### src/rtl/cpu_consts.sv
// Shared types and constants for the load/store sequencer.
// Holds the access-size and LSU state encodings, the strobe patterns,
// and helpers that build byte enables and lane-replicated store data.
package cpu_consts;

  typedef enum logic [1:0] {
    BYTE      = 2'b00,
    HALF_WORD = 2'b01,
    WORD      = 2'b10
  } mem_size_t;

  typedef enum logic [1:0] {
    IDLE = 2'b00,
    REQ  = 2'b01,
    RSP  = 2'b10,
    DONE = 2'b11
  } lsu_state_t;

  localparam logic [3:0] STRB_BYTE = 4'b0001;
  localparam logic [3:0] STRB_HALF = 4'b0011;
  localparam logic [3:0] STRB_WORD = 4'b1111;

  // Byte enables for an access; the reserved size (2'b11) behaves as a word.
  function automatic logic [3:0] lsu_strobe(input logic [1:0] size, input logic [1:0] off);
    logic [3:0] strb;
    case (size)
      BYTE:      strb = STRB_BYTE << off;
      HALF_WORD: strb = STRB_HALF << {off[1], 1'b0};
      default:   strb = STRB_WORD;
    endcase
    return strb;
  endfunction

  // Copy the stored byte/halfword onto every lane so the strobes alone pick the target.
  function automatic logic [31:0] lsu_replicate(input logic [1:0] size, input logic [31:0] wdata);
    logic [31:0] data;
    case (size)
      BYTE:      data = {4{wdata[7:0]}};
      HALF_WORD: data = {2{wdata[15:0]}};
      default:   data = wdata;
    endcase
    return data;
  endfunction

endpackage

### src/rtl/lsu_load_align.sv
// Combinational load alignment: picks the addressed byte/halfword out of the
// raw read word and sign- or zero-extends it. Words pass through unchanged.
module lsu_load_align
  import cpu_consts::*;
(
  input  logic [31:0] i_raw,
  input  logic [1:0]  i_off,
  input  logic [1:0]  i_size,
  input  logic        i_zero_extnd,
  output logic [31:0] o_data
);

  logic [7:0]  w_byte;
  logic [15:0] w_half;
  logic        w_sign;

  // Lane selection and extension of the returned word.
  always_comb begin
    w_byte = i_raw[7:0];
    w_half = i_off[1] ? i_raw[31:16] : i_raw[15:0];
    w_sign = 1'b0;
    o_data = i_raw;
    case (i_off)
      2'd0:    w_byte = i_raw[7:0];
      2'd1:    w_byte = i_raw[15:8];
      2'd2:    w_byte = i_raw[23:16];
      default: w_byte = i_raw[31:24];
    endcase
    case (i_size)
      BYTE: begin
        w_sign = ~i_zero_extnd & w_byte[7];
        o_data = {{24{w_sign}}, w_byte};
      end
      HALF_WORD: begin
        w_sign = ~i_zero_extnd & w_half[15];
        o_data = {{16{w_sign}}, w_half};
      end
      default: o_data = i_raw;
    endcase
  end

endmodule

### src/rtl/lsu_ctrl.sv
// Load/store sequencer between the decoder's data-access controls and a
// single-port data-memory bus. One transaction in flight; the pipeline is
// stalled from the request cycle until the access completes.
// Request channel: a request is transferred on a rising edge where
// mem_req_valid_o and mem_req_ready_i are both high; while valid is high and
// ready is low every mem_req_* field is held stable. The response channel is
// valid-only and is only sampled in the RSP state.
// Optional build macro LSU_MISALIGN_TRAP_EN: adds lsu_misalign_o and turns
// misaligned halfword/word accesses into a one-cycle trap with no bus request.
module lsu_ctrl
  import cpu_consts::*;
#(
  parameter int ADDR_W = 32,
  parameter int DATA_W = 32
) (
  input  logic              clk,
  input  logic              reset,
  input  logic              ex_data_req_i,
  input  logic              ex_data_wr_i,
  input  logic [1:0]        ex_data_byte_i,
  input  logic              ex_zero_extnd_i,
  input  logic [ADDR_W-1:0] ex_addr_i,
  input  logic [DATA_W-1:0] ex_wdata_i,
  output logic              lsu_stall_o,
  output logic [DATA_W-1:0] lsu_rdata_o,
  output logic              lsu_rdata_valid_o,
  output logic              mem_req_valid_o,
  input  logic              mem_req_ready_i,
  output logic [ADDR_W-1:0] mem_req_addr_o,
  output logic              mem_req_wr_o,
  output logic [DATA_W-1:0] mem_req_wdata_o,
  output logic [3:0]        mem_req_strb_o,
  input  logic              mem_rsp_valid_i,
  input  logic [DATA_W-1:0] mem_rsp_rdata_i,
`ifdef LSU_MISALIGN_TRAP_EN
  output logic              lsu_misalign_o,
`endif
  output lsu_state_t        dbg_state_o
);

  lsu_state_t        r_state;
  logic [ADDR_W-1:0] r_addr;
  logic [1:0]        r_size;
  logic              r_wr;
  logic              r_zext;
  logic [DATA_W-1:0] r_wdata;
  logic [3:0]        r_strb;
  logic              r_req_valid;
  logic [DATA_W-1:0] r_rdata;
  logic              r_rdata_valid;
  logic              r_misalign;
  logic [DATA_W-1:0] w_load_data;
  logic              w_misalign;
  logic              w_stall;

  lsu_load_align u_align (
    .i_raw        (mem_rsp_rdata_i),
    .i_off        (r_addr[1:0]),
    .i_size       (r_size),
    .i_zero_extnd (r_zext),
    .o_data       (w_load_data)
  );

`ifdef LSU_MISALIGN_TRAP_EN
  // Misalignment is judged on the incoming request, before anything is captured.
  always_comb begin
    w_misalign = ((ex_data_byte_i == HALF_WORD) && ex_addr_i[0]) ||
                 ((ex_data_byte_i == WORD) && (ex_addr_i[1:0] != 2'b00));
  end
`else
  // Without the trap, misaligned accesses silently truncate the low address bits.
  always_comb begin
    w_misalign = 1'b0;
  end
`endif

  // Stall covers the request cycle itself plus REQ and RSP; DONE releases it.
  always_comb begin
    w_stall = ~reset & (((r_state == IDLE) & ex_data_req_i) |
                        (r_state == REQ) | (r_state == RSP));
  end

  // Sequencer FSM with registered bus and result outputs.
  always_ff @(posedge clk) begin
    if (reset) begin
      r_state       <= IDLE;
      r_addr        <= '0;
      r_size        <= 2'b00;
      r_wr          <= 1'b0;
      r_zext        <= 1'b0;
      r_wdata       <= '0;
      r_strb        <= 4'b0000;
      r_req_valid   <= 1'b0;
      r_rdata       <= '0;
      r_rdata_valid <= 1'b0;
      r_misalign    <= 1'b0;
    end else begin
      case (r_state)
        IDLE: begin
          r_rdata_valid <= 1'b0;
          r_misalign    <= 1'b0;
          if (ex_data_req_i) begin
            r_addr  <= ex_addr_i;
            r_size  <= ex_data_byte_i;
            r_wr    <= ex_data_wr_i;
            r_zext  <= ex_zero_extnd_i;
            r_wdata <= lsu_replicate(ex_data_byte_i, ex_wdata_i);
            r_strb  <= lsu_strobe(ex_data_byte_i, ex_addr_i[1:0]);
            if (w_misalign) begin
              r_misalign <= 1'b1;
              r_state    <= DONE;
            end else begin
              r_req_valid <= 1'b1;
              r_state     <= REQ;
            end
          end
        end
        REQ: begin
          if (mem_req_ready_i) begin
            r_req_valid <= 1'b0;
            r_state     <= r_wr ? DONE : RSP;
          end
        end
        RSP: begin
          if (mem_rsp_valid_i) begin
            r_rdata       <= w_load_data;
            r_rdata_valid <= 1'b1;
            r_state       <= DONE;
          end
        end
        DONE: begin
          // The decoder still presents the finishing instruction here, so its request is ignored.
          r_rdata_valid <= 1'b0;
          r_misalign    <= 1'b0;
          r_state       <= IDLE;
        end
        default: r_state <= IDLE;
      endcase
    end
  end

  assign lsu_stall_o       = w_stall;
  assign lsu_rdata_o       = r_rdata;
  assign lsu_rdata_valid_o = r_rdata_valid;
  assign mem_req_valid_o   = r_req_valid;
  assign mem_req_addr_o    = {r_addr[ADDR_W-1:2], 2'b00};
  assign mem_req_wr_o      = r_wr;
  assign mem_req_wdata_o   = r_wdata;
  assign mem_req_strb_o    = r_strb;
  assign dbg_state_o       = r_state;
`ifdef LSU_MISALIGN_TRAP_EN
  assign lsu_misalign_o    = r_misalign;
`else
  // Misalign flag is only observable when the trap is built in.
  logic w_unused_misalign;
  assign w_unused_misalign = r_misalign;
`endif

endmodule

### config.mk
export PLATFORM = sky130hd
export DESIGN_NAME = lsu_ctrl
export DESIGN_NICKNAME = d
export VERILOG_FILES = /design/src/rtl/cpu_consts.sv /design/src/rtl/lsu_load_align.sv /design/src/rtl/lsu_ctrl.sv
export SDC_FILE = /design/constraint.sdc
export NUM_CORES = 1
export LEC_CHECK = 0
export ABC_CLOCK_PERIOD_IN_PS = 1500
export BUFFER_PORTS_ARGS = -buffer_cell sky130_fd_sc_hd__buf_2
export CAP_MARGIN = 5
export CORE_UTILIZATION = 44
export CTS_BUF_LIST = sky130_fd_sc_hd__clkbuf_8
export CTS_CLUSTER_DIAMETER = 40
export CTS_CLUSTER_SIZE = 16
export DETAILED_ROUTE_END_ITERATION = 10
export GPL_TIMING_DRIVEN = 0
export PLACE_DENSITY = 0.78
export SLEW_MARGIN = 20
export SYNTH_ARGS = -nofsm -noshare
export SYNTH_HDL_FRONTEND = slang
export SYNTH_SLANG_ARGS = --single-unit
### constraint.sdc
create_clock -name clk -period 1.5 [get_ports clk]
set_clock_uncertainty 0.05 [all_clocks]
set_input_delay 0.15 -clock clk [delete_from_list [all_inputs] [get_ports clk]]
set_output_delay 0.15 -clock clk [all_outputs]
set_load 0.02 [all_outputs]
## Word-level counts from Yosys, hierarchy flattened

Index checks and enable logic that the tools add are counted.

| storage, ports and cells | value |
|---|---|
| flip-flop bits (word level) | 108 |
| output and inout bits | 106 |
| word-level logic and storage cells | 57 |

| cells by class | value |
|---|---|
| eq/ne operators | 10 |
| shift-type cells | 2 |
| multiplexer cells | 15 |
| bitwise logic cells | 8 |
| reductions and logical operators | 12 |

Operators with widths:

| operator | number |
|---|---|
| $pmux W32 S2 | 2 |
| $pmux W8 S3 | 1 |
| $mux W16 | 1 |
| $eq A2 B1 Y1 const B | 4 |
| $logic_not A2 Y1 | 4 |
| $pmux W2 S4 | 1 |
| $pmux W4 S2 | 1 |
| $eq A2 B2 Y1 const B | 3 |
| $mux W2 | 3 |
| $ne A2 B2 Y1 const B | 3 |
| $reduce_and A2 Y1 | 3 |
| $reduce_and A3 Y1 | 2 |
| $and A1 B1 Y1 | 4 |
| $mux W1 | 4 |
| $pmux W1 S2 | 2 |
| $reduce_bool A2 Y1 | 2 |
| $shl A1 B2 Y4 const A | 1 |
| $shl A2 B2 Y4 const A | 1 |
| $not A1 Y1 | 2 |
| $or A1 B1 Y1 | 2 |
| $reduce_or A2 Y1 | 1 |

## Longest topological paths before layout

| logic depth | value |
|---|---|
| depth in word-level cells | 5 |
| depth in mapped cells | 8 |
| depth with buffers taken out | 6 |

## Modules after synthesis

Synthesis repeated with hierarchy kept, for this count alone.

| second synthesis, totals | value |
|---|---|
| cell total of the unflattened synthesis | 668 |
| area, all modules | 5316.3 sq um |

By module, submodules not included:

| module | instances | cells each | area each (sq um) | sequential area each (sq um) |
|---|---|---|---|---|
| lsu_ctrl | 1 | 553 | 4470.5 | 2162.1 |
| lsu_load_align | 1 | 115 | 845.8 | 0.0 |

## Worst setup path after synthesis

No wires, ideal clock.

| timing | value |
|---|---|
| path type | register to register |
| from | register r_state[0] (netlist: dbg_state_o[0]) |
| to | register r_wdata[16] (netlist: mem_req_wdata_o[16]) |
| setup time | 0.086 ns |
| data arrival time | 1.571 ns |
| required time | 1.364 ns |
| slack | -0.207 ns |
| cell stages (with the launch flop) | 8 |
| buffers on the path | 3 |
| clock period less this slack | 1.707 ns |
| cells stage by stage | dfxtp_1 -> inv_1 -> ha_1 -> and2_1 -> buf_2 -> buf_2 -> buf_2 -> a211oi_1 |

| between the ends | value |
|---|---|
| word-level cells in the longest chain between the ends | 2 |

RTL lines:

| element | RTL line | text |
|---|---|---|
| start: declaration | lsu_ctrl.sv:41 | `lsu_state_t r_state;` |
| start signal: assignment | lsu_ctrl.sv:121 | `r_state <= r_wr ? DONE : RSP;` |
| $logic_not A2 Y1 | lsu_ctrl.sv:98 | `case (r_state)` |
| $reduce_and A2 Y1 (no line) | n/a |  |
| end signal: assignment | lsu_ctrl.sv:107 | `r_wdata <= lsu_replicate(ex_data_byte_i, ex_wdata_i);` |
| end: declaration | lsu_ctrl.sv:46 | `logic [DATA_W-1:0] r_wdata;` |

No other way between the ends.
A chain may end at the register's enable or synchronous reset.

## Worst setup path after layout

| timing | value |
|---|---|
| from | register r_state[0] (netlist: dbg_state_o[0]) |
| to | output port lsu_stall_o |

| between the ends | value |
|---|---|
| word-level cells in the longest chain between the ends | 5 |
| elaborated cells between the ends (all ways) | 7 |
| those cells by class | eq/ne: 2; bitwise: 4; reduce/logical: 1 |

RTL lines:

| element | RTL line | text |
|---|---|---|
| $logic_not A2 Y1 | lsu_ctrl.sv:79 | `w_stall = ~reset & (((r_state == IDLE) & ex_data_req_i) \|` |
| $and A1 B1 Y1 | lsu_ctrl.sv:79 |  |
| $or A1 B1 Y1 | lsu_ctrl.sv:79 |  |
| $or A1 B1 Y1 * | lsu_ctrl.sv:80 | `(r_state == REQ) \| (r_state == RSP));` |
| $and A1 B1 Y1 * | lsu_ctrl.sv:79 |  |
| end: declaration | lsu_ctrl.sv:24 | `output logic lsu_stall_o,` |

Every way passes the cells marked *; elsewhere a longest branch is shown, timed or not.

==> impl_metrics.ini <==
[worst_hold_path]
hold_class = input pin to flip-flop

[clock_tree]
cts_buffers = 9
cts_tree = yes
clockRootBuffer = clkbuf_8
cts.sinks = 108
path_clk_slew_ns = 0.09
h-tree-depth = 3
ctsLongestPathBuffers = 2
clk_latency_ns = 0.37

[power]
clkPwrFrac = 0.147
swShare = 0.400
cell_internal_pwr_w = 0.00646
pwr_density_cell_nw_per_um2 = 1460
power_leakage_nw = 3.32
combPwrFrac = 0.493
p_seq_frac = 0.360
irDropWorstVdd_v = 0.00119
p_sw_w = 0.00430

[sta]
finalCritPeriodShare = 1.09
setup_viol = 55
slew_viol_final = 0
relSlewSlack = 0.580
worst_slack_ns = -0.142
fmax_ghz = 0.609
tightestPinTransition_ns = 0.629
min_period_ns = 1.64
rsz0062_at_grt = true
finalHoldViolCount = 0

[route]
vias_per_cell = 5.08
antenna_left = 0
dr.pass1.iters = 4
drc = 0
num_vias = 5270
drtIter0Drc = 312
avgRoutedWirePerCell_um = 15.1
wl_um = 15600

[final_layout]
layout-area-overhead-vs-synth_pct = 51.5
finish.utilization = 0.682
layout.cells.non_filler = 1037
drive_gt1_frac = 0.390
diodes = 0
fin_area_um2 = 7360
fin_nets = 1002
fillers = 885

[status]
violations = negative setup slack
status = finished, violations left

[placement]
dp_hpwl_um = 10700
io_buffers = 206
placed_area_um2 = 6100
place_inst = 954
gp_congestion = 0.955

[flow_run]
maxCapViolCount = 0

[global_route]
antenna_found_initial = 0
grt_pass1_vias = 5029
grt_util_all_layers = 0.265
grt_max_degree = 17
grt_pass1_wl_um = 23800
overflow = 0

[logic_synthesis]
synth-seq-area-share = 0.445
ys_warn_count = 0
synth.avg_cell_area_um2 = 8.01
postSynthRegisterBits = 108
synthCells = 607
yosysUniqueCellTypes = 35
synth_area_um2 = 4860

[die]
initial_utilization = 0.450
fp.coreArea_um2 = 10800
fp.dieH_um = 107
ios = 211
rows = 38
die_w_um = 107
die_area_um2 = 11500

[setup_path]
cp-startpoint = dbg_state_o[0]
rr_endpoint = lsu_rdata_o[16]
crit_path_start_kind = flip-flop
cp.arrival_ns = 1.44
endpoint = lsu_stall_o
required_ns = 1.30
worstSetupEndpointType = output pin
ff2ff_path_depth = 7
cp_max_fo = 4
r2r_slack_ns = -0.10
worstSetupPathType = flip-flop to output pin
reg2reg_from = dbg_state_o[0]
how the worst min path moves through the flow:
stage,slack [ns],to,startpoint,depth (start not counted)
finish,0.01,lsu_rdata_o[6],mem_rsp_rdata_i[6],3
detailed placement,0.34,mem_req_wr_o,ex_data_wr_i,3
CTS,0.0005,mem_req_wdata_o[9],ex_wdata_i[9],3
global route,0.01,mem_req_wdata_o[11],ex_wdata_i[11],3
global placement,0.34,r_addr[29],ex_addr_i[29],3
floorplan,0.24,r_addr[10],ex_addr_i[10],2
power groups by stage:
| stage | sequential [W] | combinational, W | clock, W |
|---|---|---|---|
| 2_1_floorplan | 0.00442 | 0.00231 | 0 |
| 3_3_place_gp | 0.00389 | 0.00414 | 0 |
| 3_5_place_dp | 0.00391 | 0.00417 | 0 |
| 4_1_cts | 0.00385 | 0.00478 | 0.00161 |
| 5_1_grt | 0.00395 | 0.00573 | 0.00171 |
| 6_report | 0.00388 | 0.00531 | 0.00158 |
cells by family after synthesis:
family,synth area share
and+or+nand+nor,0.207
AOI/OAI and AO/OA,0.192
DFF,0.445
buffers and inverters,0.0896
muxes,0.0551
adders and majority gates,0.0103
other,0.000772
cells in the final DEF (no fill, tap or decap), types with 3 or more instances in the layout:
cell type	count
buf_1	4
nand2_1	153
buf_4	42
dfxtp_1	104
mux2_2	6
clkbuf_1	9
clkbuf_16	4
buf_8	4
a21oi_1	51
o31ai_2	5
dlygate4sd3_1	55
nor2_1	52
mux2i_1	18
nand3b_1	8
nor2b_1	4
o22ai_1	6
a211oi_1	21
a311oi_1	9
inv_1	4
o21ai_0	28
buf_2	211
a211oi_2	17
dfxtp_4	3
clkbuf_8	14
a21oi_2	3
buf_6	7
nand2b_1	7
clkbuf_2	7
routing by layer:
layer / vias to the layer above / global-route usage / wire (um)
li1: 2596 / - / -
met1: 2426 / 0.304 / 6490
met2: 215 / 0.477 / 7820
met3: 33 / 0.0517 / 891
met4: 0 / 0.116 / 446
met5: - / 0 / 0
cell usage after synthesis, drive strengths merged:
cell type / count / area (um^2)
nand2: 156 / 586
dfxtp: 108 / 2160
a21oi: 56 / 284
nor2: 54 / 203
buf: 50 / 330
a211oi: 38 / 290
o21ai: 28 / 140
clkbuf: 25 / 93.8
mux2i: 20 / 200
a311oi: 9 / 78.8
nand2b: 9 / 56.3
nand3b: 8 / 60.1
mux2: 6 / 67.6
o22ai: 6 / 37.5
o31ai: 6 / 45.0
ha: 4 / 50.1
nor2b: 4 / 25.0
and2: 3 / 18.8
inv: 3 / 11.3
a221oi: 2 / 17.5
nor3: 2 / 10.0
nor4: 2 / 33.8
o21bai: 2 / 15.0
a22o: 1 / 8.76
a2bb2oi: 1 / 8.76
a31o: 1 / 8.76
and3b: 1 / 8.76
conb: 1 / 3.75
nand3: 1 / 5.00
through the flow:
stage               power [W]  setup slack, ns  hold WS, ns  setup TNS (ns)
global placement      0.00803           -0.308        0.341          -20.50
floorplan             0.00674          0.00184        0.236               0
detailed placement    0.00808           -0.326        0.345          -21.74
finish                 0.0108           -0.142       0.0134           -2.24
global route           0.0114           -0.202       0.0130           -7.73
CTS                    0.0102           -0.170     0.000546           -2.93
critical path, cell delays in order, from the launching register on:
cell and delay [ns]:
dfxtp_4 0.37, inv_4 0.08, ha_4 0.17, nand2_8 0.06, clkbuf_16 0.14, a21oi_4 0.12, buf_6 0.13
cell type report:
cell class | count | area, um^2 | share of cell area
clock inverters | 5 | 23.8 | 0.00323
well taps | 140 | 175 | 0.0238
clock buffers | 10 | 138 | 0.0187
repair buffers | 274 | 1750 | 0.238
plain buffers | 75 | 586 | 0.0795
flip-flops and latches | 108 | 2170 | 0.295
multi-input cells | 422 | 2500 | 0.339
inverters | 3 | 16.3 | 0.00221
sequential cells by signal (all words and copies together), names as in the netlist:
register and flops:
dbg_state_o 2, lsu_rdata_o 32, lsu_rdata_valid_o 1, mem_req_strb_o 4
mem_req_valid_o 1, mem_req_wdata_o 32, mem_req_wr_o 1, r_addr 32
r_size 2, r_zext 1
what timing repair did:
action,in CTS,in global routing
endpoints found under the setup margin,108,90
hold buffers,55,0
buffers inserted,8,2
pin swaps,5,4
gates cloned,0,3
gates resized for setup,55,54
hold endpoints to repair,56,0
Power figures use the tool's default switching activity.
